### config.mk
export PLATFORM = sky130hd
export DESIGN_NAME = serial_hba_bridge
export DESIGN_NICKNAME = d
export VERILOG_FILES = /design/src/rtl/serial_hba_pkg.sv /design/src/rtl/hba_xfer.sv /design/src/rtl/serial_hba_bridge.sv
export SDC_FILE = /design/constraint.sdc
export NUM_CORES = 1
export LEC_CHECK = 0
export ABC_AREA = 1
export BUFFER_PORTS_ARGS = -buffer_cell sky130_fd_sc_hd__buf_2
export CORE_ASPECT_RATIO = 0.5
export CORE_UTILIZATION = 40
export DETAILED_ROUTE_END_ITERATION = 8
export SKIP_LAST_GASP = 1
export SYNTH_ARGS = -nofsm -noshare
export SYNTH_HDL_FRONTEND = slang
export SYNTH_HIERARCHICAL = 1
export SYNTH_SLANG_ARGS = --single-unit
### constraint.sdc
create_clock -name hba_clk -period 3.3 [get_ports hba_clk]
set_input_delay 0.165 -clock hba_clk [delete_from_list [all_inputs] [get_ports hba_clk]]
set_output_delay 0.165 -clock hba_clk [all_outputs]
set_load 0.02 [all_outputs]
### src/rtl/serial_hba_pkg.sv
// Shared types and constants for the serial-to-HBA bridge.
// Imported by the bridge top and its bus transaction engine.
package serial_hba_pkg;

    typedef enum logic [3:0] {
        S_IDLE,
        S_HDR_LEN,
        S_HDR_ADDR,
        S_WR_DATA,
        S_BUS,
        S_RD_SEND,
        S_FILL,
        S_DRAIN,
        S_STATUS
    } state_t;

    typedef enum logic [1:0] {
        X_IDLE,
        X_REQ,
        X_SEL
    } xstate_t;

    localparam logic [7:0] ST_ACK          = 8'hAC;
    localparam logic [7:0] ST_NACK_TIMEOUT = 8'h56;
    localparam logic [7:0] ST_NACK_LEN     = 8'h57;

    localparam int CMD_RNW   = 7;
    localparam int CMD_NOINC = 6;

    function automatic int bytes_of(input int width);
        return (width + 7) / 8;
    endfunction

endpackage

### src/rtl/hba_xfer.sv
// One HBA bus transaction: request, grant, select, ack capture and timeout.
// Caller holds addr/rnw/wdata stable from start until done or timeout.
module hba_xfer
    import serial_hba_pkg::*;
#(
    parameter int ADDR_WIDTH  = 12,
    parameter int DBUS_WIDTH  = 8,
    parameter int BUS_TIMEOUT = 1024
) (
    input  logic                  clk,
    input  logic                  rst_n,
    input  logic                  start,
    input  logic                  rnw,
    input  logic [ADDR_WIDTH-1:0] addr,
    input  logic [DBUS_WIDTH-1:0] wdata,
    input  logic                  hba_mgrant,
    input  logic                  hba_xferack,
    input  logic [DBUS_WIDTH-1:0] hba_dbus,
    output logic                  master_request,
    output logic [ADDR_WIDTH-1:0] master_abus,
    output logic                  master_rnw,
    output logic                  master_select,
    output logic [DBUS_WIDTH-1:0] master_dbus,
    output logic                  idle,
    output logic                  done,
    output logic                  timeout,
    output logic [DBUS_WIDTH-1:0] rdata
);

    localparam int TW = $clog2(BUS_TIMEOUT + 1);
    localparam logic [TW-1:0] T_LAST = TW'(BUS_TIMEOUT - 1);

    xstate_t               xs_q, xs_d;
    logic [ADDR_WIDTH-1:0] abus_q, abus_d;
    logic [DBUS_WIDTH-1:0] dbus_q, dbus_d;
    logic [DBUS_WIDTH-1:0] rdata_q, rdata_d;
    logic                  rnw_q, rnw_d;
    logic [TW-1:0]         timer_q, timer_d;

    always_ff @(posedge clk or negedge rst_n) begin
        if (!rst_n) begin
            xs_q    <= X_IDLE;
            abus_q  <= '0;
            dbus_q  <= '0;
            rdata_q <= '0;
            rnw_q   <= 1'b0;
            timer_q <= '0;
        end else begin
            xs_q    <= xs_d;
            abus_q  <= abus_d;
            dbus_q  <= dbus_d;
            rdata_q <= rdata_d;
            rnw_q   <= rnw_d;
            timer_q <= timer_d;
        end
    end

    always_comb begin
        xs_d    = xs_q;
        abus_d  = abus_q;
        dbus_d  = dbus_q;
        rdata_d = rdata_q;
        rnw_d   = rnw_q;
        timer_d = timer_q;
        done    = 1'b0;
        timeout = 1'b0;
        unique case (xs_q)
            X_IDLE: begin
                if (start) xs_d = X_REQ;
            end
            X_REQ: begin
                if (hba_mgrant) begin
                    abus_d  = addr;
                    dbus_d  = rnw ? '0 : wdata;
                    rnw_d   = rnw;
                    timer_d = '0;
                    xs_d    = X_SEL;
                end
            end
            X_SEL: begin
                // An ack arriving on the expiry cycle still wins.
                if (hba_xferack || timer_q == T_LAST) begin
                    done    = hba_xferack;
                    timeout = !hba_xferack;
                    if (hba_xferack && rnw_q) rdata_d = hba_dbus;
                    abus_d  = '0;
                    dbus_d  = '0;
                    rnw_d   = 1'b0;
                    xs_d    = X_IDLE;
                end else begin
                    timer_d = timer_q + TW'(1);
                end
            end
            default: xs_d = X_IDLE;
        endcase
    end

    assign master_request = (xs_q != X_IDLE);
    assign master_select  = (xs_q == X_SEL);
    assign master_abus    = abus_q;
    assign master_dbus    = dbus_q;
    assign master_rnw     = rnw_q;
    assign idle           = (xs_q == X_IDLE);
    assign rdata          = rdata_q;

endmodule

### src/rtl/serial_hba_bridge.sv
// Host serial byte stream to HBA bus master: header parse, bursts,
// length/timeout NACKs, header resync and a status byte per command.
module serial_hba_bridge
    import serial_hba_pkg::*;
#(
    parameter int DBUS_WIDTH        = 8,
    parameter int PERIPH_ADDR_WIDTH = 4,
    parameter int REG_ADDR_WIDTH    = 8,
    parameter int ADDR_WIDTH        = PERIPH_ADDR_WIDTH + REG_ADDR_WIDTH,
    parameter int MAX_BURST         = 16,
    parameter int BUS_TIMEOUT       = 1024,
    parameter int RX_IDLE_TIMEOUT   = 100000
) (
    input  logic                  hba_clk,
    input  logic                  hba_reset_n,
    input  logic [7:0]            rx_data,
    input  logic                  rx_valid,
    output logic                  rx_ready,
    output logic [7:0]            tx_data,
    output logic                  tx_valid,
    input  logic                  tx_ready,
    input  logic                  hba_mgrant,
    input  logic                  hba_xferack,
    input  logic [DBUS_WIDTH-1:0] hba_dbus,
    output logic                  master_request,
    output logic [ADDR_WIDTH-1:0] master_abus,
    output logic                  master_rnw,
    output logic                  master_select,
    output logic [DBUS_WIDTH-1:0] master_dbus,
    output logic                  intr
);

    localparam int NB = bytes_of(DBUS_WIDTH);
    localparam int NA = bytes_of(REG_ADDR_WIDTH);
    localparam int IW = $clog2(RX_IDLE_TIMEOUT + 1);
    localparam logic [IW-1:0] IDLE_LAST = IW'(RX_IDLE_TIMEOUT - 1);

    state_t                         state_q, state_d;
    logic                           rnw_q, rnw_d;
    logic                           noinc_q, noinc_d;
    logic [PERIPH_ADDR_WIDTH-1:0]   periph_q, periph_d;
    logic [8:0]                     cnt_q, cnt_d;
    logic [NA*8-1:0]                areg_q, areg_d;
    logic [7:0]                     aidx_q, aidx_d;
    logic [7:0]                     bidx_q, bidx_d;
    logic [DBUS_WIDTH-1:0]          wdata_q, wdata_d;
    logic [23:0]                    rem_q, rem_d;
    logic [7:0]                     status_q, status_d;
    logic                           intr_q, intr_d;
    logic [IW-1:0]                  idle_q, idle_d;
    logic                           live_q, live_d;

    logic                  rx_ready_c;
    logic                  rx_fire;
    logic                  x_start, x_idle, x_done, x_timeout;
    logic [DBUS_WIDTH-1:0] x_rdata;
    logic [ADDR_WIDTH-1:0] x_addr;

    assign rx_ready = rx_ready_c & live_q;
    assign rx_fire  = rx_valid & rx_ready;
    assign intr     = intr_q;
    assign x_addr   = {periph_q, areg_q[REG_ADDR_WIDTH-1:0]};
    assign x_start  = (state_q == S_BUS) && x_idle;

    always_ff @(posedge hba_clk or negedge hba_reset_n) begin
        if (!hba_reset_n) begin
            state_q  <= S_IDLE;
            rnw_q    <= 1'b0;
            noinc_q  <= 1'b0;
            periph_q <= '0;
            cnt_q    <= '0;
            areg_q   <= '0;
            aidx_q   <= '0;
            bidx_q   <= '0;
            wdata_q  <= '0;
            rem_q    <= '0;
            status_q <= '0;
            intr_q   <= 1'b0;
            idle_q   <= '0;
            live_q   <= 1'b0;
        end else begin
            state_q  <= state_d;
            rnw_q    <= rnw_d;
            noinc_q  <= noinc_d;
            periph_q <= periph_d;
            cnt_q    <= cnt_d;
            areg_q   <= areg_d;
            aidx_q   <= aidx_d;
            bidx_q   <= bidx_d;
            wdata_q  <= wdata_d;
            rem_q    <= rem_d;
            status_q <= status_d;
            intr_q   <= intr_d;
            idle_q   <= idle_d;
            live_q   <= live_d;
        end
    end

    always_comb begin
        state_d    = state_q;
        rnw_d      = rnw_q;
        noinc_d    = noinc_q;
        periph_d   = periph_q;
        cnt_d      = cnt_q;
        areg_d     = areg_q;
        aidx_d     = aidx_q;
        bidx_d     = bidx_q;
        wdata_d    = wdata_q;
        rem_d      = rem_q;
        status_d   = status_q;
        intr_d     = intr_q;
        idle_d     = '0;
        live_d     = 1'b1;
        rx_ready_c = 1'b0;
        tx_valid   = 1'b0;
        tx_data    = 8'h00;
        unique case (state_q)
            S_IDLE: begin
                rx_ready_c = 1'b1;
                if (rx_fire) begin
                    rnw_d    = rx_data[CMD_RNW];
                    noinc_d  = rx_data[CMD_NOINC];
                    periph_d = rx_data[PERIPH_ADDR_WIDTH-1:0];
                    intr_d   = 1'b0;
                    state_d  = S_HDR_LEN;
                end
            end
            S_HDR_LEN, S_HDR_ADDR: begin
                rx_ready_c = 1'b1;
                if (rx_fire && state_q == S_HDR_LEN) begin
                    cnt_d   = 9'(rx_data) + 9'd1;
                    aidx_d  = '0;
                    state_d = S_HDR_ADDR;
                end else if (rx_fire) begin
                    areg_d[{aidx_q, 3'b000} +: 8] = rx_data;
                    aidx_d = aidx_q + 8'd1;
                    bidx_d = '0;
                    if (aidx_q == 8'(NA - 1)) begin
                        if (cnt_q > 9'(MAX_BURST)) begin
                            status_d = ST_NACK_LEN;
                            intr_d   = 1'b1;
                            rem_d    = 24'(cnt_q) * 24'(NB);
                            state_d  = rnw_q ? S_STATUS : S_DRAIN;
                        end else begin
                            state_d = rnw_q ? S_BUS : S_WR_DATA;
                        end
                    end
                end else if (idle_q == IDLE_LAST) begin
                    intr_d  = 1'b1;
                    state_d = S_IDLE;
                end else begin
                    idle_d = idle_q + IW'(1);
                end
            end
            S_WR_DATA: begin
                rx_ready_c = 1'b1;
                if (rx_fire) begin
                    wdata_d[{bidx_q, 3'b000} +: 8] = rx_data;
                    bidx_d = bidx_q + 8'd1;
                    if (bidx_q == 8'(NB - 1)) begin
                        bidx_d  = '0;
                        state_d = S_BUS;
                    end
                end
            end
            S_BUS: begin
                if (x_done) begin
                    cnt_d = cnt_q - 9'd1;
                    if (!noinc_q) begin
                        areg_d[REG_ADDR_WIDTH-1:0] =
                            areg_q[REG_ADDR_WIDTH-1:0] + REG_ADDR_WIDTH'(1);
                    end
                    status_d = ST_ACK;
                    if (rnw_q) state_d = S_RD_SEND;
                    else if (cnt_q == 9'd1) state_d = S_STATUS;
                    else state_d = S_WR_DATA;
                end else if (x_timeout) begin
                    intr_d   = 1'b1;
                    status_d = ST_NACK_TIMEOUT;
                    // Reads still owe the failed word; writes already took it.
                    if (rnw_q) begin
                        rem_d   = 24'(cnt_q) * 24'(NB);
                        state_d = S_FILL;
                    end else begin
                        rem_d   = 24'(cnt_q - 9'd1) * 24'(NB);
                        state_d = (cnt_q == 9'd1) ? S_STATUS : S_DRAIN;
                    end
                end
            end
            S_RD_SEND: begin
                tx_valid = 1'b1;
                tx_data  = x_rdata[{bidx_q, 3'b000} +: 8];
                if (tx_ready) begin
                    bidx_d = bidx_q + 8'd1;
                    if (bidx_q == 8'(NB - 1)) begin
                        bidx_d  = '0;
                        state_d = (cnt_q == 9'd0) ? S_STATUS : S_BUS;
                    end
                end
            end
            S_FILL: begin
                tx_valid = 1'b1;
                if (tx_ready) begin
                    rem_d = rem_q - 24'd1;
                    if (rem_q == 24'd1) state_d = S_STATUS;
                end
            end
            S_DRAIN: begin
                rx_ready_c = 1'b1;
                if (rx_fire) begin
                    rem_d = rem_q - 24'd1;
                    if (rem_q == 24'd1) state_d = S_STATUS;
                end
            end
            S_STATUS: begin
                tx_valid = 1'b1;
                tx_data  = status_q;
                if (tx_ready) state_d = S_IDLE;
            end
            default: state_d = S_IDLE;
        endcase
    end

    hba_xfer #(
        .ADDR_WIDTH  (ADDR_WIDTH),
        .DBUS_WIDTH  (DBUS_WIDTH),
        .BUS_TIMEOUT (BUS_TIMEOUT)
    ) u_xfer (
        .clk            (hba_clk),
        .rst_n          (hba_reset_n),
        .start          (x_start),
        .rnw            (rnw_q),
        .addr           (x_addr),
        .wdata          (wdata_q),
        .hba_mgrant     (hba_mgrant),
        .hba_xferack    (hba_xferack),
        .hba_dbus       (hba_dbus),
        .master_request (master_request),
        .master_abus    (master_abus),
        .master_rnw     (master_rnw),
        .master_select  (master_select),
        .master_dbus    (master_dbus),
        .idle           (x_idle),
        .done           (x_done),
        .timeout        (x_timeout),
        .rdata          (x_rdata)
    );

endmodule

# --- Word level (Yosys, flattened, before mapping) ---
# Index checks and enable logic that the tools add are counted.
classes:
  add_sub_neg: 11
  mul: 0
  div: 0
  order_cmp: 1
  n_eq_ne: 41
  shifts: 5
  muxes: 96
  n_bitwise: 2
  reduce_logical: 34
ops:
  columns: ["op", "count"]
  rows:
  - ["$mux W24", 9]
  - ["$mux W8", 20]
  - ["$pmux W24 S4", 1]
  - ["$mux W4", 22]
  - ["$mux W17", 4]
  - ["$pmux W8 S2", 4]
  - ["$ne A2 B2 Y1 const B", 17]
  - ["$pmux W4 S8", 1]
  - ["$neg A11 Y13", 2]
  - ["$shift A8 B13 Y8 const A", 2]
  - ["$shiftx A8 B13 Y8", 2]
  - ["$add A8 B1 Y8 const B", 3]
  - ["$eq A24 B1 Y1 const B", 1]
  - ["$mux W12", 2]
  - ["$pmux W12 S2", 1]
  - ["$pmux W8 S3", 1]
  - ["$sub A24 B1 Y24 const B", 1]
  - ["$mux W11", 2]
  - ["$pmux W11 S2", 1]
  - ["$mux W9", 2]
  - ["$pmux W9 S2", 1]
  - ["$add A17 B1 Y17 const B", 1]
  - ["$eq A17 B17 Y1 const B", 1]
  - ["$bwmux W8", 2]
  - ["45 further kinds", 87]
totals:
  regBits: 144
  latchBits: 0
  ram_bits: 0
  rom_bits: 0
  inputBits: 22
  out_inout_bits: 34
  word_cells: 210
  memories: 0

# --- Logic depth before layout (Yosys ltp) ---
# Gate-level depths: netlist (run 1).
depth:
  ltp_word: 8
  ltp_mapped: 14
  mapped_depth_nobuf: 13

# --- Hierarchy ---
# Netlist (run 1), hierarchy kept.
by_module_without_submodules:
  columns: ["module", "n_inst", "cells_each", "area_each_um2", "seq_area_each_um2"]
  rows:
  - ["serial_hba_bridge", 1, 962, 6520.0, 2452.4]
  - ["hba_xfer", 1, 238, 2098.3, 1051.0]

# --- Least setup slack after synthesis (run 1) ---
# Ideal clock, no wire load.
synth_path:
  path_kind: "register to register"
  startpoint: "register u_xfer.xs_q[0]"
  endpoint: "register rem_q[16]"
  setup_time_ps: 116
  arrival_time_ps: 1939
  required_ps: 3184
  setup_slack_ps: 1244
  stages_incl_launch_ff: 14
  n_path_buf: 3
  period_less_slack_ps: 2056
  cell_sequence: "dfrtp_1 > inv_1 > nand2_4 > buf_2 > clkbuf_1 > nor3_1 > inv_1 > o21ai_1 > nand2_2 > nor2_4 > nand2_8 > buf_4 > nand2_1 > nand2_1"
synth_via:
  elab_chain_cells: 4
  word_cells_on_any_way: 6
  cone_classes: "eq/ne (3); mux (2); reduce/logical (1)"
synth_rtl:
  columns: ["item", "line", "text"]
  rows:
  - ["start: declaration", "hba_xfer.sv:33", "xstate_t xs_q, xs_d;"]
  - ["start signal: assignment", "hba_xfer.sv:49", "xs_q <= xs_d;"]
  - ["$eq A2 B2 Y1", "hba_xfer.sv:67", "unique case (xs_q)"]
  - ["$mux W1", "hba_xfer.sv:67", null]
  - ["named net x_timeout", "serial_hba_bridge.sv:55", "logic x_start, x_idle, x_done, x_timeout;"]
  - ["$ne A2 B1 Y1 (no source line)", null, null]
  - ["$reduce_and A9 Y1 (no source line)", null, null]
  - ["end signal: assignment", "serial_hba_bridge.sv:91", "rem_q <= rem_d;"]
  - ["end: declaration", "serial_hba_bridge.sv:47", "logic [23:0] rem_q, rem_d;"]
# The timed path passes the listed nets, and every way through them passes these cells.
# A chain may end at the register's enable or synchronous reset.

# --- Worst setup path in the final report (run 1) ---
layout_path:
  startpoint: "register u_xfer.timer_q[0]"
  endpoint: "register rem_q[8]"
layout_via:
  elab_chain_cells: 6
  word_cells_on_any_way: 9
  cone_classes: "eq/ne (3); mux (4); reduce/logical (2)"
layout_rtl:
  columns: ["item", "line", "text"]
  rows:
  - ["start: declaration", "hba_xfer.sv:38", "logic [TW-1:0] timer_q, timer_d;"]
  - ["start signal: assignment", "hba_xfer.sv:54", "timer_q <= timer_d;"]
  - ["$eq A11 B10 Y1", "hba_xfer.sv:82", "if (hba_xferack || timer_q == T_LAST) begin"]
  - ["$logic_or A1 B1 Y1", "hba_xfer.sv:82", null]
  - ["$mux W1", "hba_xfer.sv:82", null]
  - ["$mux W1", "hba_xfer.sv:67", null]
  - ["named net x_timeout", "serial_hba_bridge.sv:55", null]
  - ["$ne A2 B1 Y1 (no source line)", null, null]
  - ["$reduce_and A9 Y1 (no source line)", null, null]
# The timed path passes the listed nets, and every way through them passes these cells.

==> results of run 1 <==
==> state kept, by name, summed over array words and instances (netlist names) <==
name	cells
wdata_q	8
bidx_q	8
rem_q	24
idle_q	17
cnt_q	9
u_xfer/rdata	8
u_xfer/master_dbus	8
status_q	4
noinc_q	1
areg_q	8
periph_q	4
rnw_q	1
u_xfer/xs_q	2
u_xfer/master_abus	12
intr	1
aidx_q	8
live_q	1
u_xfer/master_rnw	1
state_q	4
u_xfer/timer_q	11
==> cell usage in the layout (no fill, tap or decap), types with 3 or more instances in the layout <==
cell | netlist | layout
sky130_fd_sc_hd__nand2_1 | 403 | 403
sky130_fd_sc_hd__dfrtp_1 | 140 | 140
sky130_fd_sc_hd__nor2_1 | 139 | 139
sky130_fd_sc_hd__nand3_1 | 111 | 111
sky130_fd_sc_hd__inv_1 | 104 | 104
sky130_fd_sc_hd__o21ai_0 | 60 | 60
sky130_fd_sc_hd__buf_2 | 9 | 54
sky130_fd_sc_hd__a21oi_1 | 35 | 35
sky130_fd_sc_hd__o21ai_2 | 22 | 22
sky130_fd_sc_hd__nand2_2 | 21 | 21
sky130_fd_sc_hd__nand4_1 | 17 | 17
sky130_fd_sc_hd__clkbuf_16 | 0 | 17
sky130_fd_sc_hd__ha_1 | 15 | 15
sky130_fd_sc_hd__nor3_1 | 13 | 13
sky130_fd_sc_hd__nor2_4 | 10 | 10
sky130_fd_sc_hd__dlygate4sd3_1 | 0 | 10
sky130_fd_sc_hd__xor2_1 | 9 | 9
sky130_fd_sc_hd__o31ai_1 | 9 | 9
sky130_fd_sc_hd__o21ai_1 | 8 | 8
sky130_fd_sc_hd__o22ai_1 | 7 | 7
sky130_fd_sc_hd__nand2_4 | 6 | 6
sky130_fd_sc_hd__inv_2 | 5 | 5
sky130_fd_sc_hd__xnor2_1 | 4 | 4
sky130_fd_sc_hd__o211ai_1 | 4 | 4
sky130_fd_sc_hd__clkinv_4 | 1 | 4
sky130_fd_sc_hd__a31oi_1 | 3 | 3
sky130_fd_sc_hd__nand3b_1 | 3 | 3
==> Yosys cell counts (all sizes together) <==
cell	instances
xnor2	4
nor3	13
o21ai	90
nand3b	3
nand3	115
o21a	1
o21bai	2
inv	110
o211ai	4
ha	15
nand4	19
xor2	9
conb	1
clkbuf	5
nand2	431
dfrtp	140
clkinv	2
o211a	1
o22ai	7
a31oi	3
a32o	1
nor2	153
nor4	1
o31ai	9
buf	20
a21boi	1
nor3b	2
or2	2
a21oi	36
==> tightest hold or removal path, cell delays in order <==
cell and delay [ns]:
sky130_fd_sc_hd__buf_2 0.07, sky130_fd_sc_hd__inv_1 0.07, sky130_fd_sc_hd__nand2_1 0.09, sky130_fd_sc_hd__nand2_1 0.05
==> metrics by stage <==
step / cells / worst slack [ns] / instance area (um2) / util, % / power, W
after CTS: 1546 / 0.742 / 9790 / 47.0 / 0.00775
after global routing: 1546 / 0.406 / 9790 / 47.0 / 0.00833
after detailed placement: 1505 / 0.783 / 9100 / 43.7 / 0.00577
after global placement: 1505 / 0.865 / 9100 / 43.7 / 0.00570
after floorplan: 1200 / 1.24 / 8620 / - / 0.00503
final: 1546 / 0.729 / 9790 / 47.0 / 0.00770
==> cell type report <==
type	count	area share (%)
flip-flops and latches	140	35.8
inverters	112	4.37
well taps	273	3.49
clock buffers	19	4.53
multi-input cells	923	46.2
clock inverters	12	1.43
repair buffers	67	4.18
==> report_power, final <==
| group | total (W) | internal, W | switching [W] |
|---|---|---|---|
| Clock | 0.00194 | 0.00114 | 0.000800 |
| Combinational | 0.00321 | 0.000958 | 0.00225 |
| Sequential | 0.00255 | 0.00214 | 0.000411 |
==> metal layers <==
layer  vias to the layer above  track usage [%]
li1                       3994                -
met1                      3763             30.9
met2                       175             33.4
met3                        18             4.44
met4                         0             5.84
met5                         -                0
==> what timing repair did <==
| action | 4_1_cts | 5_1_grt |
|---|---|---|
| setup endpoints to repair | 0 | 0 |
| hold buffers | 10 | 0 |
| hold endpoints to repair | 81 | 0 |
| gates resized for setup | 0 | 0 |
==> worst min path at each step <==
stage                 end  slack [ns]  depth (start not counted)
3_5_place_dp    rem_q[17]        0.24                          1
2_1_floorplan   aidx_q[0]       -0.13                          0
4_1_cts        state_q[3]        0.05                          4
5_1_grt        wdata_q[0]        0.08                          3
3_3_place_gp    rem_q[12]        0.23                          1
6_report       state_q[3]        0.07                          4
==> kinds of logic (layout without fill, tap and decap cells) <==
logic type | count (synthesis) | after routing | share of synthesized area (%)
fa+ha+maj | 15 | 15 | 2.18
xor+xnor | 13 | 13 | 1.32
flops | 140 | 140 | 40.7
compound gates | 155 | 155 | 10.8
simple gates | 739 | 739 | 38.1
buf+inv | 137 | 210 | 6.88
other cells | 1 | 1 | 0.0435
==> impl_results.rst, run 1 <==
.. list-table::
   :header-rows: 1

   * - Metric
     - Value
   * - Number of placed I/O pins
     - 56
   * - Total nets after synthesis
     - 1237
   * - Clock input transition at the sequential cells of the worst setup and hold paths
     - roughly 0.06 ns
   * - DRC violations left
     - 0
   * - Global-route wire length before repair
     - about 38 mm
   * - Metal2 WL
     - between 9 and 10 mm
   * - Final TNS setup
     - 0 ns
   * - Crit path cell chain
     - ha_1, nand2_2, nor2_8, nand3_4, nor3_1, inv_1, o21ai_1, nand2_2, nor2_4, nand2_8, inv_4, nand2_1, nand2_1
   * - Transition time at the pin with the least slew margin
     - approximately 0.95 ns
   * - Routed length on met3
     - 1.13 mm
   * - Portion of synthesized cell area occupied by the leading cell type
     - 40.7%
   * - Maximum number of pins on one net before global-route repair
     - 74
   * - Final-layout fill cell count
     - 2089
   * - Clock Path Buffers
     - 2
   * - Endpoint of the worst setup timing path
     - rem_q[8]
   * - Number of global-route vias before repair
     - roughly 7600
   * - Type of the tightest min-delay check
     - input pin to register
   * - Footprint of the multi-input gates
     - 0.00452 mm2
   * - Initial DRT Pass Iterations
     - 8
   * - Number of buffer and inverter stages on the critical path
     - 2
   * - Startpoint of the worst hold path
     - tx_ready
   * - Synthesis-stage register bit count
     - 140
   * - Final setup violation count
     - 0
   * - Static leakage
     - around 5.0 nW
   * - Critical Path AT
     - slightly below 3 ns
   * - Antenna violations before repair
     - 0
   * - Master cell of the clock root buffer
     - sky130_fd_sc_hd__clkbuf_16
   * - N_diodes
     - 0
   * - Antenna viol nets, final
     - 0
   * - Count of buffers added by post-CTS timing repair for setup
     - 0
   * - Required time worst endpoint
     - 3.67 ns
   * - Cells taking the most area after synthesis
     - sky130_fd_sc_hd__dfrtp_1 (41%), sky130_fd_sc_hd__nand2_1 (18%), sky130_fd_sc_hd__nand3_1 (6.4%), sky130_fd_sc_hd__nor2_1 (6.1%), sky130_fd_sc_hd__inv_1 (4.5%)
   * - H-tree depth reported by CTS
     - 4
   * - DR WL/cell
     - 14.5 um
   * - Max Freq
     - about 390 MHz
   * - Area growth from synthesis to layout
     - 13.6%
   * - Post-Syn Instances
     - 1200
   * - Final Net Count
     - 1298
   * - Ratio of cells with drive above 1 in the final layout
     - between 10% and 20%
   * - Final critical-path share of the clock period
     - 77.9%
   * - Sum of net half-perimeters after detailed placement
     - between 15 and 20 mm
   * - Max capacitance violation total
     - 0
   * - Gpl congestion
     - 0.892
   * - Final critical path time including I/O delays and setup
     - between 2 and 3 ns
   * - Vias post-DR
     - 7950
   * - Largest area contributor in the netlist
     - sky130_fd_sc_hd__dfrtp_1
   * - Sinks on Clock Net
     - between 100 and 150
   * - Std-Cell Core Area
     - 0.0208 mm2
   * - Worst Path Class, Setup
     - register to register
   * - Grt total ovfl
     - 0
   * - Startpoint of the most critical register-to-register path
     - u_xfer/timer_q[0]
   * - Number of buffers inserted during clock tree synthesis
     - 17
   * - Relative slew margins
     - 36.2%
   * - Critical Path End Type
     - register
   * - Clk_lat worst skew
     - about 0.43 ns
   * - Uppermost layer routed
     - met4
   * - Master of the slowest instance on the critical path
     - sky130_fd_sc_hd__dfrtp_1
   * - Number of rows in the core area
     - 37
   * - Sequential fraction of the synthesis area
     - between 40 and 50%
   * - Global-route total usage across every layer
     - 21.7%
   * - Kind of start point of the critical path
     - register
   * - Synthesized cell area
     - 0.00862 mm2
   * - Height of the die
     - around 110 um
   * - Worst ir drop on vdd
     - roughly 0.37 mV
   * - Drt total wl
     - around 22 mm
   * - Number of buffers added on ports
     - 55
   * - Total of warnings raised by yosys
     - 6
   * - Number of DRC markers after the initial detailed-route iteration
     - about 630
   * - Outcome
     - complete, no violations
   * - Number of vias per cell
     - around 5
   * - Register-to-Register Setup Slack
     - ~0.73 ns
   * - Crit path from
     - u_xfer/timer_q[0]
   * - Number of different library cells in the post-synthesis netlist
     - between 40 and 50
   * - Worst r2r path cells
     - 13
   * - Pins Over Slew Limit
     - 0
   * - Hold violation total from the final report
     - 0
   * - Setup repair after global routing missed its margin
     - no
   * - Die extent in x
     - approximately 210 um
   * - Worst hold slack after final layout
     - a little over 0.07 ns
   * - Starting density of the core
     - between 40 and 50%
   * - Worst clock skew
     - a little over 0.008 ns
   * - Die Area
     - 0.0222 mm2
   * - Worst-path fanout max
     - 27
   * - Average footprint of a synthesized cell
     - 7.18 um2
   * - CTS tree
     - yes
   * - Slowest cell delay on critical path
     - 0.43 ns
   * - Capture instance of the worst register-to-register path
     - rem_q[8]
   * - Crit. path cell count
     - 13
   * - Met1 layer wirelength in the final routing
     - 11.3 mm
   * - Power density over the cells
     - between 700 and 800 mW/mm2
   * - Footprint of the flip-flops and latches
     - between 0.003 and 0.004 mm2
   * - Largest delay contributor family on the critical path
     - simple AND/OR/NAND/NOR gates
Power figures use the tool's default switching activity.
==> run 2: changes to the inputs <==
- ABC_AREA: 1 -> 0
- clock period: 3.3 -> 2.1 ns (I/O delays scaled with it)
==> run 2 against run 1 <==
Net effect:
- the flow now finishes with violations (negative setup slack)
- global-route usage is 1.4 points higher
- utilization grew 10 points
- cell count fell by 12%
- final area grew 15%
- maximum frequency is 2.8% lower
- register-to-register slack got worse by 1.3 ns
- first-iteration DRC count down 15%
- via count fell by 3.8%
- total power grew 88%
- setup slack worse by 1.3 ns
- worst hold slack worse by 0.048 ns
- critical path depth down 1
- largest cell class unchanged
==> impl_results.rst, run 2 <==
.. list-table::
   :header-rows: 1

   * - Metric
     - Value
   * - Gpl congestion
     - 0.885 (-0.82%)
   * - Cell with the most instances after synthesis
     - sky130_fd_sc_hd__dfrtp_1
   * - Portion of synthesized cell area occupied by the leading cell type
     - 43.4% (+2.7 points)
   * - Number of flip-flops under the largest register name
     - 24 (unchanged)
   * - Worst r2r path cells
     - 12 (-1)
   * - Sequential fraction of the synthesis area
     - 43.4% (+2.7 points)
   * - Std-Cell Core Area
     - 0.0196 mm2 (-5.7%)
   * - Die extent in x
     - 203 um (-3.2%)
   * - Number of global-route vias before repair
     - 7218 (-5.6%)
   * - Placed cell area
     - 0.00983 mm2 (+8.0%)
   * - Final critical path time including I/O delays and setup
     - 2.64 ns (+0.0739 ns)
   * - Max Freq
     - 378 MHz (-2.8%)
   * - Total nets after synthesis
     - 886 (-28%)
   * - Worst Hold Path EP
     - periph_q[1]
   * - Crit path setup slack, layout
     - -0.544 ns (-1.27 ns)
   * - Worst Path Class, Setup
     - register to register
   * - Static leakage
     - 5.07 nW (+1.3%)
   * - Pins Over Slew Limit
     - 0 (unchanged)
   * - Core Util, Final
     - 57.1% (+10 points)
   * - Instance count after placement with tap cells included
     - 1289 (-14%)
   * - Setup repair after global routing missed its margin
     - yes
   * - Number of different library cells in the post-synthesis netlist
     - 91 (+94%)
   * - Clock input transition at the sequential cells of the worst setup and hold paths
     - 0.06 ns (about the same)
   * - Number of buffers inserted during clock tree synthesis
     - 17 (unchanged)
   * - Final setup violation count
     - 41 (+41)
   * - Worst-path fanout max
     - 5 (-81%)
   * - Sinks on Clock Net
     - 140 (unchanged)
   * - Sum of net half-perimeters after detailed placement
     - 16.4 mm (+0.96%)
   * - Final-layout fill cell count
     - 1692 (-19%)
   * - Final instance area
     - 0.0112 mm2 (+15%)
   * - Worst hold path depth
     - 2 (-2)
   * - Drt total wl
     - 24.1 mm (+7.2%)
   * - CTS tree
     - yes
   * - Leading register cell type out of synthesis
     - sky130_fd_sc_hd__dfrtp_1
   * - Grt total ovfl
     - 0 (unchanged)
   * - Area growth from synthesis to layout
     - 38.9%
   * - Power density over the cells
     - 1290 mW/mm2 (+64%)
   * - Critical Path AT
     - 2.95 ns (about the same)
   * - Register-to-Register Setup Slack
     - -0.54 ns (-1.27 ns)
   * - DR WL/cell
     - 17.8 um (+22%)
   * - Startpoint of the most critical register-to-register path
     - u_xfer/timer_q[0]
   * - Max capacitance violation total
     - 0 (unchanged)
   * - Initial DRT Pass Iterations
     - 5 (-3)
   * - DRC violations left
     - 0 (unchanged)
   * - H-tree depth reported by CTS
     - 4 (unchanged)
   * - Async set-reset flop share out of synthesis
     - 100% (unchanged)
   * - Antenna viol nets, final
     - 0 (unchanged)
   * - Number of buffers added on ports
     - 55 (unchanged)
   * - Startpoint of the worst hold path
     - rx_data[1]
   * - Type of the tightest min-delay check
     - input pin to register
   * - Violated checks
     - negative setup slack
   * - Relative slew margins
     - 42.0% (+5.8 points)
   * - Clk_lat worst skew
     - 0.43 ns (about the same)
   * - Starting density of the core
     - 41.1% (-0.25 points)
   * - Global-route wire length before repair
     - 37.4 mm (-2.3%)
   * - Antenna violations before repair
     - 1 (+1)
   * - Critical Path End Type
     - register
   * - Number of vias per cell
     - 5.65 (+9.9%)
   * - Highest-count cells in the layout ignoring fill and taps
     - sky130_fd_sc_hd__buf_4 (160), sky130_fd_sc_hd__dfrtp_1 (137), sky130_fd_sc_hd__nor2_1 (75)
   * - Post-Syn Instances
     - 849 (-29%)
   * - Hold violation total from the final report
     - 0 (unchanged)
   * - Clock Path Buffers
     - 2 (unchanged)
   * - Most common cell after layout, fill and taps aside
     - sky130_fd_sc_hd__buf_4
   * - Worst clock skew
     - 0.0101 ns (+0.00203 ns)
   * - Capture instance of the worst register-to-register path
     - rem_q[6]
   * - Number of DRC markers after the initial detailed-route iteration
     - 532 (-15%)
   * - Required time worst endpoint
     - 2.40 ns (-1.27 ns)
   * - Largest register by flop count
     - rem_q
   * - Ratio of cells with drive above 1 in the final layout
     - 36.7% (+24 points)
   * - Number of placed I/O pins
     - 56 (unchanged)
   * - Height of the die
     - 102 um (-3.1%)
   * - Maximum number of pins on one net before global-route repair
     - 64 (-14%)
   * - Worst ir drop on vdd
     - 0.731 mV (+97%)
   * - Vias post-DR
     - 7649 (-3.8%)
   * - Outcome
     - finished, violations left
   * - Transition time at the pin with the least slew margin
     - 0.870 ns (-0.0834 ns)
   * - Cells taking the most area after synthesis
     - sky130_fd_sc_hd__dfrtp_1 (43%), sky130_fd_sc_hd__mux2_2 (3.9%), sky130_fd_sc_hd__nor2_1 (3.5%), sky130_fd_sc_hd__o21ai_0 (3.2%), sky130_fd_sc_hd__nand2_1 (2.8%)
   * - Number of rows in the core area
     - 36 (-2.7%)
   * - Synthesis-stage register bit count
     - 140 (unchanged)
   * - Largest area contributor in the netlist
     - sky130_fd_sc_hd__dfrtp_1
   * - Final non-filler cell total
     - 1353 (-12%)
   * - Global-route total usage across every layer
     - 23.1% (+1.4 points)
   * - Kind of start point of the critical path
     - register
   * - Top post-synthesis cells by count
     - sky130_fd_sc_hd__dfrtp_1 (140), sky130_fd_sc_hd__nor2_1 (76), sky130_fd_sc_hd__nand2_1 (61)
   * - Final critical-path share of the clock period
     - 126% (+48 points)
   * - Total of warnings raised by yosys
     - 6 (unchanged)
   * - Final Net Count
     - 1110 (-14%)
   * - Master cell of the clock root buffer
     - sky130_fd_sc_hd__clkbuf_16
   * - Average footprint of a synthesized cell
     - 9.51 um2 (+32%)
   * - Die Area
     - 0.0208 mm2 (-6.2%)
   * - Synthesized cell area
     - 0.00808 mm2 (-6.3%)
   * - Number of synthesized flops with an enable pin
     - 0 (unchanged)
run 2: cell count changes after synthesis, sizes merged, moves of 17 or more:
cell    previous run  this run
a22o               0        25
and3               0        17
clkbuf             5        24
inv              110        28
mux2               0        28
nand2            431        62
nand3            115        37
nor2             153        77
nor3              13        31
o21ai             90        56
run 2: through the flow:
step | setup slack (ns) | total power, W | hold slack (ns) | TNS [ns]
after floorplan | -0.597 | 0.00773 | -0.191 | -11.51
after global placement | -0.602 | 0.0100 | 0.131 | -14.66
after detailed placement | -0.673 | 0.0101 | 0.138 | -16.39
after CTS | -0.507 | 0.0138 | 0.0144 | -15.39
after global routing | -0.721 | 0.0153 | 0.0262 | -23.13
final | -0.544 | 0.0145 | 0.0244 | -17.18
run 2: critical path, cell delays in order (launching register included):
cell                        delay, ns
sky130_fd_sc_hd__dfrtp_1         0.40
sky130_fd_sc_hd__ha_4            0.17
sky130_fd_sc_hd__nand4_4         0.07
sky130_fd_sc_hd__nor2_1          0.10
sky130_fd_sc_hd__nand4_1         0.13
sky130_fd_sc_hd__nor3_2          0.23
sky130_fd_sc_hd__nand2b_1        0.12
sky130_fd_sc_hd__a221o_1         0.31
sky130_fd_sc_hd__a221o_1         0.33
sky130_fd_sc_hd__buf_6           0.18
sky130_fd_sc_hd__clkbuf_16       0.17
sky130_fd_sc_hd__o31ai_2         0.23
sky130_fd_sc_hd__o21ai_2         0.08
run 2: timing repair:
item	CTS	global route
pin swaps	7	24
endpoints found under the hold margin	68	0
hold buffers	10	0
gates cloned	4	1
gates resized for setup	55	70
buffers inserted	12	10
endpoints found under the setup margin	60	69
run 2: kinds of logic (layout without fill, tap and decap cells):
group	after synthesis	after routing	synth area share (%)
AO/OA/AOI/OAI	225	225	19.5
multiplexers	36	36	4.90
flip-flops	140	140	43.4
adder cells (fa/ha/maj)	15	15	2.32
AND/OR/NAND/NOR	326	326	21.9
other	1	2	0.0464
buffers and inverters	72	309	4.29
XOR/XNOR	34	34	3.69
run 2: worst max-delay path by stage:
stage,from,to,slack [ns],cells past startpoint
after global routing,u_xfer/timer_q[0],rem_q[18],-0.72,12
after global placement,bidx_q[0],wdata_q[0],-0.60,10
after floorplan,bidx_q[0],wdata_q[0],-0.60,9
after detailed placement,bidx_q[4],wdata_q[3],-0.67,8
final,u_xfer/timer_q[0],rem_q[6],-0.54,12
after CTS,bidx_q[4],wdata_q[4],-0.51,8
run 2: area by class of cell:
| class | instances | area, um2 | share of cell area [%] |
|---|---|---|---|
| repair buffers | 249 | 2020 | 18.0 |
| clock buffers | 20 | 447 | 3.98 |
| flip-flops and latches | 140 | 3510 | 31.3 |
| clock inverters | 12 | 88.8 | 0.792 |
| diodes | 1 | 2.50 | 0.0223 |
| well taps | 266 | 333 | 2.97 |
| inverters | 28 | 105 | 0.937 |
| multi-input cells | 637 | 4710 | 42.0 |
run 2: power breakdown:
group          leakage (nW)  internal (W)  switching, W
Clock                 0.253       0.00155       0.00125
Combinational          2.97       0.00361       0.00400
Sequential             1.84       0.00344      0.000639
Total                  5.07       0.00860       0.00589
run 2: per-layer routing:
layer	GRT usage, %	vias up	part of all wire (%)
li1	-	3601	-
met1	32.0	3791	47
met2	36.7	223	46
met3	4.46	34	5.1
met4	7.29	0	1.3
met5	0	-	0
==> run 3: changes to the inputs <==
- ABC_AREA: 0 -> 1
- CTS_BUF_LIST: unset -> sky130_fd_sc_hd__clkbuf_8
- SETUP_SLACK_MARGIN: unset -> 0.3
==> run 3 against run 2 <==
Net effect:
- the flow now finishes without violations
- flip-flop and latch count did not move
- maximum frequency rose by 30%
- non-clock buffer count shrank 74
- combinational power hardly changed
- first-iteration DRC count rose by 48%
- global-route usage down 0.50 points
- via count grew 12%
- register-to-register slack improved by 0.61 ns
- clock skew is 0.0084 ns higher
- worst hold slack worse by 0.0035 ns
- final area increased by 1.7%
- critical path type unchanged
- largest power group unchanged
- highest routed layer unchanged
==> impl_results.rst, run 3 (synthesized netlist as in run 1, its figures left out) <==
.. list-table::
   :header-rows: 1

   * - Metric
     - Value
   * - Outcome
     - complete, no violations
   * - Critical Path End Type
     - register
   * - Worst hold path depth
     - 4 (+2)
   * - Sinks on Clock Net
     - 140 (unchanged)
   * - Final critical-path share of the clock period
     - 96.8% (-29 points)
   * - Slowest cell delay on critical path
     - 0.50 ns (+0.10 ns)
   * - Crit. path cell count
     - 10 (-2)
   * - Crit path cell chain
     - nand2_4, buf_4, buf_4, nor2_1, nand3_2, nor2_4, buf_12, nand2_8, nand2_4, o31ai_4
   * - Worst Path Class, Setup
     - register to register
   * - Transition time at the pin with the least slew margin
     - 0.509 ns (-0.362 ns)
   * - Global-route wire length before repair
     - 39.9 mm (+6.7%)
   * - Worst Hold Path EP
     - cnt_q[7]
   * - Gpl congestion
     - 0.882 (-0.33%)
   * - Hold violation total from the final report
     - 0 (unchanged)
   * - Final instance area
     - 0.0114 mm2 (+1.7%)
   * - Largest register by flop count
     - rem_q
   * - Worst ir drop on vdd
     - 0.523 mV (-28%)
   * - Sum of net half-perimeters after detailed placement
     - 16.9 mm (+3.0%)
   * - Worst r2r path cells
     - 10 (-2)
   * - Number of DRC markers after the initial detailed-route iteration
     - 787 (+48%)
   * - DRC violations left
     - 0 (unchanged)
   * - Max Freq
     - 492 MHz (+30%)
   * - Power density over the cells
     - 1210 mW/mm2 (-6.1%)
   * - Capture instance of the worst register-to-register path
     - wdata_q[2]
   * - Starting density of the core
     - 41.4% (+0.25 points)
   * - Pins Over Slew Limit
     - 0 (unchanged)
   * - CTS tree
     - yes
   * - Number of rows in the core area
     - 37 (+2.8%)
   * - Static leakage
     - 5.71 nW (+13%)
   * - Number of buffers inserted during clock tree synthesis
     - 17 (unchanged)
   * - Kind of start point of the critical path
     - register
   * - Number of flip-flops under the largest register name
     - 24 (unchanged)
   * - Type of the tightest min-delay check
     - input pin to register
   * - Relative slew margins
     - 66.0% (+24 points)
   * - Number of vias per cell
     - 5.15 (-8.9%)
   * - Number of global-route vias before repair
     - 8162 (+13%)
   * - Std-Cell Core Area
     - 0.0208 mm2 (+6.1%)
   * - Startpoint of the most critical register-to-register path
     - state_q[0]
   * - Initial DRT Pass Iterations
     - 5 (unchanged)
   * - Final critical path time including I/O delays and setup
     - 2.03 ns (-0.611 ns)
   * - Worst clock skew
     - 0.0185 ns (+0.00841 ns)
   * - Ratio of cells with drive above 1 in the final layout
     - 28.6% (-8.1 points)
   * - Drt total wl
     - 25.4 mm (+5.6%)
   * - Setup repair after global routing missed its margin
     - yes
   * - Height of the die
     - 106 um (+3.2%)
   * - Most common cell after layout, fill and taps aside
     - sky130_fd_sc_hd__nand2_1
   * - Master of the slowest instance on the critical path
     - sky130_fd_sc_hd__dfrtp_2
   * - Clk_lat worst skew
     - 0.47 ns (+0.04 ns)
   * - Clock Path Buffers
     - 2 (unchanged)
   * - Maximum number of pins on one net before global-route repair
     - 53 (-17%)
   * - Final setup violation count
     - 0 (-100%)
   * - Placed cell area
     - 0.00939 mm2 (-4.5%)
   * - Final Net Count
     - 1409 (+27%)
   * - Startpoint of the worst hold path
     - rx_data[6]
   * - N_diodes
     - 0 (-1)
   * - H-tree depth reported by CTS
     - 4 (unchanged)
   * - Grt total ovfl
     - 0 (unchanged)
   * - Highest-count cells in the layout ignoring fill and taps
     - sky130_fd_sc_hd__nand2_1 (348), sky130_fd_sc_hd__dfrtp_1 (134), sky130_fd_sc_hd__nor2_1 (126)
   * - Area growth from synthesis to layout
     - 32.3%
   * - Number of buffer and inverter stages on the critical path
     - 3 (+1)
   * - DR WL/cell
     - 15.3 um (-14%)
   * - Required time worst endpoint
     - 2.45 ns (+0.05 ns)
   * - Critical Path AT
     - 2.39 ns (-0.56 ns)
   * - Number of buffers added on ports
     - 55 (unchanged)
   * - Global-route total usage across every layer
     - 22.6% (-0.50 points)
   * - Die Area
     - 0.0222 mm2 (+6.6%)
   * - Die extent in x
     - 210 um (+3.3%)
   * - Clock input transition at the sequential cells of the worst setup and hold paths
     - 0.08 ns (+0.02 ns)
   * - Max capacitance violation total
     - 0 (unchanged)
   * - Vias post-DR
     - 8536 (+12%)
   * - Number of placed I/O pins
     - 56 (unchanged)
   * - Antenna violations before repair
     - 0 (-1)
   * - Register-to-Register Setup Slack
     - 0.07 ns (+0.61 ns)
   * - Master cell of the clock root buffer
     - sky130_fd_sc_hd__clkbuf_8
   * - Largest delay contributor family on the critical path
     - simple AND/OR/NAND/NOR gates
   * - Antenna viol nets, final
     - 0 (unchanged)
   * - Final TNS setup
     - 0 ns (+17.18 ns)
   * - Worst-path fanout max
     - 8 (+3)
## run 3: cell count changes in the layout (fill, tap and decap cells not counted), moves of 18 or more
cell | before | now
sky130_fd_sc_hd__nand3_1 | 34 | 98
sky130_fd_sc_hd__buf_4 | 160 | 80
sky130_fd_sc_hd__o21ai_0 | 34 | 55
sky130_fd_sc_hd__nor2_1 | 75 | 126
sky130_fd_sc_hd__mux2_2 | 18 | 0
sky130_fd_sc_hd__nand2_4 | 1 | 20
sky130_fd_sc_hd__nor2_4 | 1 | 19
sky130_fd_sc_hd__clkbuf_8 | 1 | 19
sky130_fd_sc_hd__inv_1 | 25 | 92
sky130_fd_sc_hd__nand2_1 | 48 | 348
sky130_fd_sc_hd__a22o_1 | 25 | 0
sky130_fd_sc_hd__nand2_2 | 12 | 56
## run 3: final cells by class
cell class              count  area, um2
multi-input cells         926       5240
well taps                 273        342
flip-flops and latches    140       3510
clock inverters            13        119
clock buffers              19        262
repair buffers            175       1470
inverters                 112        462
fillers                  1830       9430
## run 3: worst max path at each step
stage / endpoint / startpoint
CTS: rem_q[15] / u_xfer/timer_q[1]
floorplan: rem_q[16] / u_xfer/timer_q[0]
global placement: rem_q[10] / u_xfer/timer_q[0]
finish: wdata_q[2] / state_q[0]
global route: wdata_q[0] / bidx_q[0]
detailed placement: wdata_q[5] / bidx_q[1]
## run 3: worst register-to-register path, delay by kind of cell, from the launching register on
family          cells  cell delay (ns)
simple gates        6             0.92
compound gates      1             0.07
flops               1             0.50
buf+inv             3             0.43
## run 3: layer usage
layer	vias up	share of wire (%)	GRT usage [%]
met5	-	0	0
li1	4240	-	-
met4	0	0.98	5.63
met1	4064	47	30.9
met3	25	4.9	4.35
met2	207	47	36.9
## run 3: repair_timing
action / 4_1_cts / 5_1_grt
setup endpoints to repair: 74 / 109
gates resized for setup: 60 / 161
pin swaps: 18 / 50
endpoints found under the hold margin: 154 / 0
hold buffers: 14 / 0
setup buffers: 22 / 48
cloned: 3 / 2
## run 3: power breakdown
group / internal (W) / leakage (nW) / switching (W)
Sequential: 0.00337 / 1.86 / 0.000724
Combinational: 0.00299 / 3.66 / 0.00462
Clock: 0.00100 / 0.189 / 0.00114
## run 3: per-stage QoR
stage / utilization (%) / hold WS [ns] / power [W] / instances / worst slack, ns
3_5_place_dp: 45.1 / 0.0652 / 0.00937 / 1537 / 0.0764
4_1_cts: 49.6 / 0.00147 / 0.0123 / 1608 / 0.143
2_1_floorplan: - / -0.191 / 0.00792 / 1200 / 0.180
5_1_grt: 54.7 / 0.0187 / 0.0148 / 1658 / -0.00881
3_3_place_gp: 45.1 / 0.0682 / 0.00927 / 1537 / 0.152
6_report: 54.7 / 0.0209 / 0.0138 / 1658 / 0.0662
